File: src/rtl/axi_rd_arbiter.sv
// -----------------------------------------------------------------------------
// axi_rd_arbiter
//
// Purpose: shares a single AXI read master between the instruction-cache and
// data-cache refill paths. Each side raises one burst request. The arbiter
// grants one of them in IDLE and issues a single AR transaction. It then steers
// the returning R beats to the owner and keeps ownership until the owner's
// RLAST.
//
// Optional feature: define ARB_RR_EN for round-robin arbitration. This uses a
// 1-bit last_owner register that resets to the instruction side. When the macro
// is absent, the data side has fixed priority over the instruction side.
//
// Ports:
//   ACLK, ARESETn                 clock, asynchronous active-low reset
//   i_req/i_addr/i_len            instruction-side burst request (level)
//   i_gnt                         one-cycle accept pulse to instruction side
//   i_rdata/i_rvalid/i_rlast      beats steered to instruction side
//   d_*                           data-side equivalents
//   AR* / R*                      AXI read address / read data channels
//   busy                          arbiter owns the bus (not IDLE)
//   err                           one-cycle protocol-error pulse
// -----------------------------------------------------------------------------
module axi_rd_arbiter #(
    parameter int         ADDR_W = 32,
    parameter int         DATA_W = 32,
    parameter int         LEN_W  = 4,
    parameter logic [3:0] ID_I   = 4'd1,
    parameter logic [3:0] ID_D   = 4'd2
) (
    input  logic              ACLK,
    input  logic              ARESETn,
    input  logic              i_req,
    input  logic [ADDR_W-1:0] i_addr,
    input  logic [LEN_W-1:0]  i_len,
    output logic              i_gnt,
    output logic [DATA_W-1:0] i_rdata,
    output logic              i_rvalid,
    output logic              i_rlast,
    input  logic              d_req,
    input  logic [ADDR_W-1:0] d_addr,
    input  logic [LEN_W-1:0]  d_len,
    output logic              d_gnt,
    output logic [DATA_W-1:0] d_rdata,
    output logic              d_rvalid,
    output logic              d_rlast,
    output logic [3:0]        ARID,
    output logic [ADDR_W-1:0] ARADDR,
    output logic [LEN_W-1:0]  ARLEN,
    output logic [2:0]        ARSIZE,
    output logic [1:0]        ARBURST,
    output logic              ARVALID,
    input  logic              ARREADY,
    input  logic [3:0]        RID,
    input  logic [DATA_W-1:0] RDATA,
    input  logic [1:0]        RRESP,
    input  logic              RLAST,
    input  logic              RVALID,
    output logic              RREADY,
    output logic              busy,
    output logic              err
);

    localparam logic [1:0] S_IDLE = 2'd0;
    localparam logic [1:0] S_ADDR = 2'd1;
    localparam logic [1:0] S_DATA = 2'd2;

    logic [1:0]        state_q,   state_d;
    logic [ADDR_W-1:0] araddr_q,  araddr_d;
    logic [LEN_W-1:0]  arlen_q,   arlen_d;
    logic [3:0]        arid_q,    arid_d;
    logic              arvalid_q, arvalid_d;
    logic              rready_q,  rready_d;
    logic              owner_q,   owner_d;   // 1 = data side owns the burst
    logic [LEN_W-1:0]  cnt_q,     cnt_d;
    logic              done_q,    done_d;    // len-th beat already delivered

    logic grant;
    logic pick_d;
    logic beat_acc;
    logic id_ok;
    logic at_len;
    logic fwd;
    logic rlast_fwd;

    // Arbitration: decide which side wins when this is an IDLE cycle.
`ifdef ARB_RR_EN
    logic last_owner_q, last_owner_d;    // 1 = data side took the previous grant

    // On a tie, the side that did not take the previous grant wins.
    assign pick_d = d_req & (~i_req | ~last_owner_q);

    always_ff @(posedge ACLK or negedge ARESETn) begin
        if (!ARESETn) begin
            last_owner_q <= 1'b0;
        end else begin
            last_owner_q <= last_owner_d;
        end
    end

    always_comb begin
        last_owner_d = last_owner_q;
        if (grant) begin
            last_owner_d = pick_d;
        end
    end
`else
    assign pick_d = d_req;
`endif

    assign grant = (state_q == S_IDLE) & (i_req | d_req);
    assign i_gnt = grant & ~pick_d;
    assign d_gnt = grant & pick_d;

    // Beat qualification. The counter stops at len, so done_q marks that the
    // overrun beats are being drained after the owner's forced rlast.
    assign beat_acc  = (state_q == S_DATA) & rready_q & RVALID;
    assign id_ok     = (RID == arid_q);
    assign at_len    = (cnt_q == arlen_q);
    assign fwd       = beat_acc & id_ok & ~done_q;
    assign rlast_fwd = RLAST | at_len;

    assign i_rvalid = fwd & ~owner_q;
    assign d_rvalid = fwd &  owner_q;
    assign i_rlast  = i_rvalid & rlast_fwd;
    assign d_rlast  = d_rvalid & rlast_fwd;
    assign i_rdata  = i_rvalid ? RDATA : '0;
    assign d_rdata  = d_rvalid ? RDATA : '0;

    assign err = beat_acc & (~id_ok
                             | (RRESP != 2'b00)
                             | (~done_q & RLAST & ~at_len)
                             | (~done_q & ~RLAST & at_len));

    assign ARID    = arid_q;
    assign ARADDR  = araddr_q;
    assign ARLEN   = arlen_q;
    assign ARVALID = arvalid_q;
    assign ARSIZE  = 3'b010;
    assign ARBURST = 2'b01;
    assign RREADY  = rready_q;
    assign busy    = (state_q != S_IDLE);

    always_comb begin
        state_d   = state_q;
        araddr_d  = araddr_q;
        arlen_d   = arlen_q;
        arid_d    = arid_q;
        arvalid_d = arvalid_q;
        rready_d  = rready_q;
        owner_d   = owner_q;
        cnt_d     = cnt_q;
        done_d    = done_q;
        case (state_q)
            S_IDLE: begin
                if (grant) begin
                    araddr_d  = pick_d ? d_addr : i_addr;
                    arlen_d   = pick_d ? d_len  : i_len;
                    arid_d    = pick_d ? ID_D   : ID_I;
                    owner_d   = pick_d;
                    arvalid_d = 1'b1;
                    state_d   = S_ADDR;
                end
            end
            S_ADDR: begin
                if (ARREADY) begin
                    arvalid_d = 1'b0;
                    rready_d  = 1'b1;
                    cnt_d     = '0;
                    done_d    = 1'b0;
                    state_d   = S_DATA;
                end
            end
            S_DATA: begin
                if (fwd) begin
                    if (at_len) begin
                        done_d = 1'b1;
                    end else begin
                        cnt_d = cnt_q + LEN_W'(1);
                    end
                end
                // Only the owner's own RLAST ends the burst; a foreign-ID beat
                // is swallowed without affecting ownership.
                if (beat_acc & id_ok & RLAST) begin
                    rready_d = 1'b0;
                    state_d  = S_IDLE;
                end
            end
            default: begin
                state_d   = S_IDLE;
                arvalid_d = 1'b0;
                rready_d  = 1'b0;
            end
        endcase
    end

    always_ff @(posedge ACLK or negedge ARESETn) begin
        if (!ARESETn) begin
            state_q   <= S_IDLE;
            araddr_q  <= '0;
            arlen_q   <= '0;
            arid_q    <= '0;
            arvalid_q <= 1'b0;
            rready_q  <= 1'b0;
            owner_q   <= 1'b0;
            cnt_q     <= '0;
            done_q    <= 1'b0;
        end else begin
            state_q   <= state_d;
            araddr_q  <= araddr_d;
            arlen_q   <= arlen_d;
            arid_q    <= arid_d;
            arvalid_q <= arvalid_d;
            rready_q  <= rready_d;
            owner_q   <= owner_d;
            cnt_q     <= cnt_d;
            done_q    <= done_d;
        end
    end

endmodule

File: config.mk
export PLATFORM = sky130hd
export DESIGN_NAME = axi_rd_arbiter
export DESIGN_NICKNAME = d
export VERILOG_FILES = /design/src/rtl/axi_rd_arbiter.sv
export SDC_FILE = /design/constraint.sdc
export NUM_CORES = 1
export LEC_CHECK = 0
export CORE_ASPECT_RATIO = 0.9
export CORE_MARGIN = 8
export CORE_UTILIZATION = 36
export DETAILED_ROUTE_END_ITERATION = 10
export HOLD_SLACK_MARGIN = 0.05
export PLACE_DENSITY = 0.86
export SETUP_SLACK_MARGIN = 0.5
export SLEW_MARGIN = 20
export SYNTH_ARGS = -nofsm -noshare
export SYNTH_HDL_FRONTEND = slang
export SYNTH_SLANG_ARGS = --single-unit
File: constraint.sdc
create_clock -name ACLK -period 4.65 [get_ports ACLK]
set_clock_uncertainty 0.2 [all_clocks]
set_input_delay 0.93 -clock ACLK [delete_from_list [all_inputs] [get_ports ACLK]]
set_output_delay 0.93 -clock ACLK [all_outputs]
set_load 0.005 [all_outputs]
---- Word level (Yosys, flattened, before mapping) ----
Index checks and enable logic that the tools add are counted.
storage, ports and cells
  bits in registers ....................... 50
  latch bits .............................. 0
  bits in writable memories ............... 0
  memory bits (read-only) ................. 0
  input bits .............................. 117
  output and inout port bits .............. 119
  word-level logic and storage cells ...... 82
  memories kept ........................... 0
cells by class
  add/sub/neg operators ................... 1
  multiply operators ...................... 0
  divide/modulo/power cells ............... 0
  $lt $le $gt $ge ......................... 0
  equal/unequal tests ..................... 10
  shift operators ......................... 0
  multiplexer cells ....................... 22
  bitwise logic cells ..................... 30
  reduce and logical (&&, ||, !) cells .... 10
operators with widths
  cell                   number
  $mux W32               3
  $and A1 B1 Y1          17
  $mux W4                4
  $ne A2 B2 Y1 const B   5
  $reduce_and A3 Y1      3
  $eq A4 B4 Y1           2
  $mux W2                4
  $not A1 Y1             8
  $pmux W4 S2            1
  $reduce_and A4 Y1      2
  $mux W1                6
  $pmux W1 S3            2
  $pmux W2 S3            1
  $reduce_bool A2 Y1     3
  $or A1 B1 Y1           5
  $add A4 B1 Y4 const B  1
  $eq A2 B1 Y1 const B   1
  $eq A2 B2 Y1 const B   1
  $logic_not A2 Y1       1
  $ne A2 B1 Y1 const B   1
  $pmux W1 S2            1
  $reduce_and A2 Y1      1

---- Logic depth before layout (Yosys ltp) ----
  depth after elaboration ................. 7
  depth in mapped cells ................... 6
  depth with buffers taken out ............ 6

---- Least setup slack after synthesis ----
No wires, ideal clock.
  path kind ............................... input to output
  start ................................... input RID[3]
  end ..................................... output i_rdata[10]
  arrival time ............................ 2.164 ns
  required time ........................... 3.520 ns
  path slack .............................. 1.356 ns
  cell stages on the path ................. 5
  cell sequence ........................... or2_2 -> nand3b_1 -> nor4_4 -> clkbuf_1 -> and2_1
on the way
  cells in the longest elaborated chain, start to end .. 5
ends and longest elaborated chain
  what                        RTL line  RTL
  from (decl)                 54        input logic [3:0] RID,
  $eq A4 B4 Y1                118       assign id_ok = (RID == arid_q);
  $and A1 B1 Y1 (2 in a row)  120       assign fwd = beat_acc & id_ok & ~done_q;
  $and A1 B1 Y1               123       assign i_rvalid = fwd & ~owner_q;
  $mux W32                    127       assign i_rdata = i_rvalid ? RDATA : '0;
  to (decl)                   37        output logic [DATA_W-1:0] i_rdata,
Every way passes these cells.

---- Worst setup path in the final report ----
  start ................................... input RID[3]
  end ..................................... output d_rdata[8]
on the way
  cells in the longest elaborated chain, start to end .. 5
ends and longest elaborated chain
  what                        RTL line  RTL
  $eq A4 B4 Y1                118
  $and A1 B1 Y1 (2 in a row)  120
  $and A1 B1 Y1               124       assign d_rvalid = fwd & owner_q;
  $mux W32                    128       assign d_rdata = d_rvalid ? RDATA : '0;
  to (decl)                   44        output logic [DATA_W-1:0] d_rdata,
Every way passes these cells.

==> summary.txt <==
Floorplan
  • Die width: 111 um
  • Die Y: 101 um
  • Die area: approximately 0.011 mm2
  • # rows: 31
  • Initial Utilization: 36.7%
  • Core area: 0.00795 mm2
  • # IOs: 236

Power
  • Gate power share: 54.5%
  • Internal power: 1.40 mW
  • PD cells: 426 mW/mm2
  • P_sw: 892 uW
  • Maximum VDD drop: around 0.00031 V
  • Clk pwr share: 11.0%
  • Sw Share: 38.9%
  • Pleak: between 2 and 2.5 nW
  • Reg power frac: around 35%

Critical path
  • Worst Setup End Kind: output pin
  • Startpoint Class: input pin
  • Worst setup path class: input pin to output pin
  • Instance count on the critical path: 8
  • Reg2Reg Capture Point: cnt_q[1]$_DFFE_PN0P_
  • Critical path peak fanout: 8
  • CP delay by family, top: buffers and inverters
  • Crit-path slowest cell: clkdlybuf4s50_1
  • Worst Path Buf+Inv: 4
  • Largest stage delay, worst path: between 500 and 600 ps
  • Worst R2R Start: state_q[1]$_DFFE_PN0P_
  • Worst EP required: between 3000 and 4000 ps
  • Cells along the critical path: clkdlybuf4s50_1, or2_2, nand3b_1, nor3_4, buf_6, buf_6, and3_1, clkdlybuf4s50_1
  • WP data arrival: slightly above 3000 ps
  • Reg2reg path depth: 5
  • R2R Setup Slk: between 2000 and 2500 ps

Drt
  • DRC viols: 0
  • Via count: 3,487
  • ANT nets after route: 0
  • First-pass iteration count of the detailed router: 4
  • DRT Wirelength: 13,500 um
  • Vias per cell: 5.37
  • Iteration-0 DRC count of the detailed router: 160
  • Drt wl/cell: 20.8 um

Worst hold path
  • Hold Path Depth: 1
  • Hold EP: ARVALID$_DFFE_PN0P_
  • Hold path start: ARVALID$_DFFE_PN0P_
  • Tightest Hold Check Type: flop to flop

Placement
  • Port-buffer cells: 228
  • Final HPWL DP: 10,300 um
  • GPL Wtd Cong: between 0.8 and 0.9
  • Placed insts: 637

CTS
  • H-tree levels: 2
  • Clock Tree Root: clkbuf_8
  • CTS tree: done
  • Hold-fix buffers at CTS: 0
  • Clock Latency Late Sink: 300 ps
  • Maximum clock path buffer count: 2
  • TritonCTS Sinks: 47
  • Worst-path clk slew: 80 ps
  • Total CTS buffers: 5

STA
  • Final hold vios: 0
  • Setup TNS: 0 ps
  • FMAX: 237 MHz
  • Period Utilization, post-route: between 90% and 100%
  • Final period demand of the worst path: 4210 ps
  • RSZ-0062 raised after global routing: true
  • Final-report setup violation count: 0
  • Final Slew Violations: 0
  • Relative slew slack: 54.6%
  • Tightest Pin Transition: 680 ps

GRT
  • First-pass GRT wire length: between 15,000 and 20,000 um
  • Met3 Use GR: 6.22%
  • Pin count of the biggest net entering global routing: 48
  • Grt met2 use: around 39%
  • Grt ovf: 0
  • Total global-route track usage: 21.8%
  • GRT busiest layer: met2
  • M1 GR Usage: between 20% and 30%
  • Vias in the first global route: approximately 3,600
  • Antenna violations before repair: 0

Final layout
  • Fin cells: around 650
  • Antenna diodes: 0
  • Commonest non-fill, non-tap cell in the layout: clkdlybuf4s50_1
  • Area growth, synth to finish: 84.5%
  • # fillers: around 650
  • Share of cells above drive strength 1: 5.64%
  • Leading cell types in the layout, fill and taps excluded: 210 x clkdlybuf4s50_1, 69 x o22ai_1, 47 x dfrtp_1, 41 x a21oi_1, 33 x and2_1
  • Net count, final: 668

Yosys
  • YS warnings: 0
  • Cell count after synthesis: 336
  • FF+latch count, synth: 47
  • Share of the synthesized area in the top cell type: 40.3%
  • Synth top area cells: dfrtp_1 40%, o22ai_1 15%, and2_1 7.1%
  • Dominant cell type by area after synthesis: dfrtp_1
  • Post-synthesis cell area: about 0.003 mm2
  • Library cells used by synthesis: 38
  • Synth Area per Inst: roughly 8.7 um2
  • Share of the yosys chip area belonging to registers: roughly 40%

Flow run
  • Max-cap violations: 0

Run status
  • Status: finished, final reports clean
==> synthesized netlist by cell type <==
cell	n
nor3_1	1
ha_1	1
buf_2	2
o21ai_0	5
buf_1	4
and4bb_1	1
nor4b_1	1
nand4b_4	1
o2bb2ai_1	2
nor4b_4	1
and2_2	1
nand3b_1	1
nor2b_1	2
conb_1	2
buf_6	1
mux2i_1	4
nand2_1	14
o22ai_1	69
xor2_1	4
xnor2_2	1
nand2b_1	2
buf_4	8
inv_1	5
xnor2_1	3
dfrtp_1	47
nand4_1	1
a31oi_1	1
nor4_4	2
and2_1	33
and3_1	32
or2_2	1
clkinv_1	1
clkbuf_1	23
nor2_1	14
and2b_2	1
a22oi_1	2
nor3_2	1
a21oi_1	41
==> layout make-up <==
class                      count  area (um2)  share of cell area (%)
timing repair buffer         240        2410                    44.7
inverter                       6        22.5                   0.418
clock buffer                   6        82.6                    1.53
tap                           99         124                    2.30
sequential                    47        1180                    21.8
clock inverter                 1        5.00                  0.0929
multi-input combinational    250        1570                    29.2
==> cell families after synthesis <==
logic type / Yosys count / synth area share, %
DFF: 47 / 40.3
muxes: 4 / 1.37
buffers and inverters: 44 / 7.03
AOI/OAI and AO/OA: 120 / 24.0
other: 2 / 0.257
xor gates and xnor gates: 8 / 2.66
and+or+nand+nor: 110 / 24.0
adders and majority gates: 1 / 0.429
==> worst max path at each step <==
stage,from,to,slack [ps]
after floorplan,RID[3],i_rdata[10],1360
after global placement,RID[3],i_rdata[14],410
after detailed placement,RID[3],d_rdata[0],310
after CTS,RID[3],d_rdata[10],430
after global routing,RID[3],d_rdata[8],350
final,RID[3],d_rdata[8],440
==> state kept, by name, indices dropped and copies added, names as in the netlist <==
name,cells
ARLEN,4
RREADY,1
owner_q,1
state_q,2
ARID,1
ARVALID,1
cnt_q,4
done_q,1
ARADDR,32
==> per-layer routing <==
layer | up-vias | part of all wire, %
li1 | 1653 | -
met1 | 1682 | 37
met2 | 135 | 54
met3 | 17 | 6.9
met4 | 0 | 1.4
met5 | - | 0
==> power by group through the flow <==
stage	sequential, mW	clock (mW)	combinational (mW)
2_1_floorplan	0.771	0	0.595
3_3_place_gp	0.779	0	1.21
3_5_place_dp	0.796	0	1.25
6_report	0.791	0.253	1.25
5_1_grt	0.820	0.275	1.36
4_1_cts	0.790	0.258	1.26
==> per-stage QoR <==
step           utilization [%]  instance area (um2)  hold WS, ps  setup WS (ps)  power [mW]
2_1_floorplan                -                 2940          300           1360        1.37
3_3_place_gp              65.8                 5230          298            414        1.99
5_1_grt                   67.7                 5390          356            351        2.45
6_report                  67.7                 5390          319            438        2.29
3_5_place_dp              65.8                 5230          306            309        2.05
4_1_cts                   67.4                 5360          325            433        2.31
==> timing repair <==
action,CTS,global route
gates resized for setup,16,8
gates cloned,2,0
buffers inserted,2,1
pin swaps,2,0
setup endpoints to repair,66,58
No activity file was read; power rests on OpenSTA's default activity.
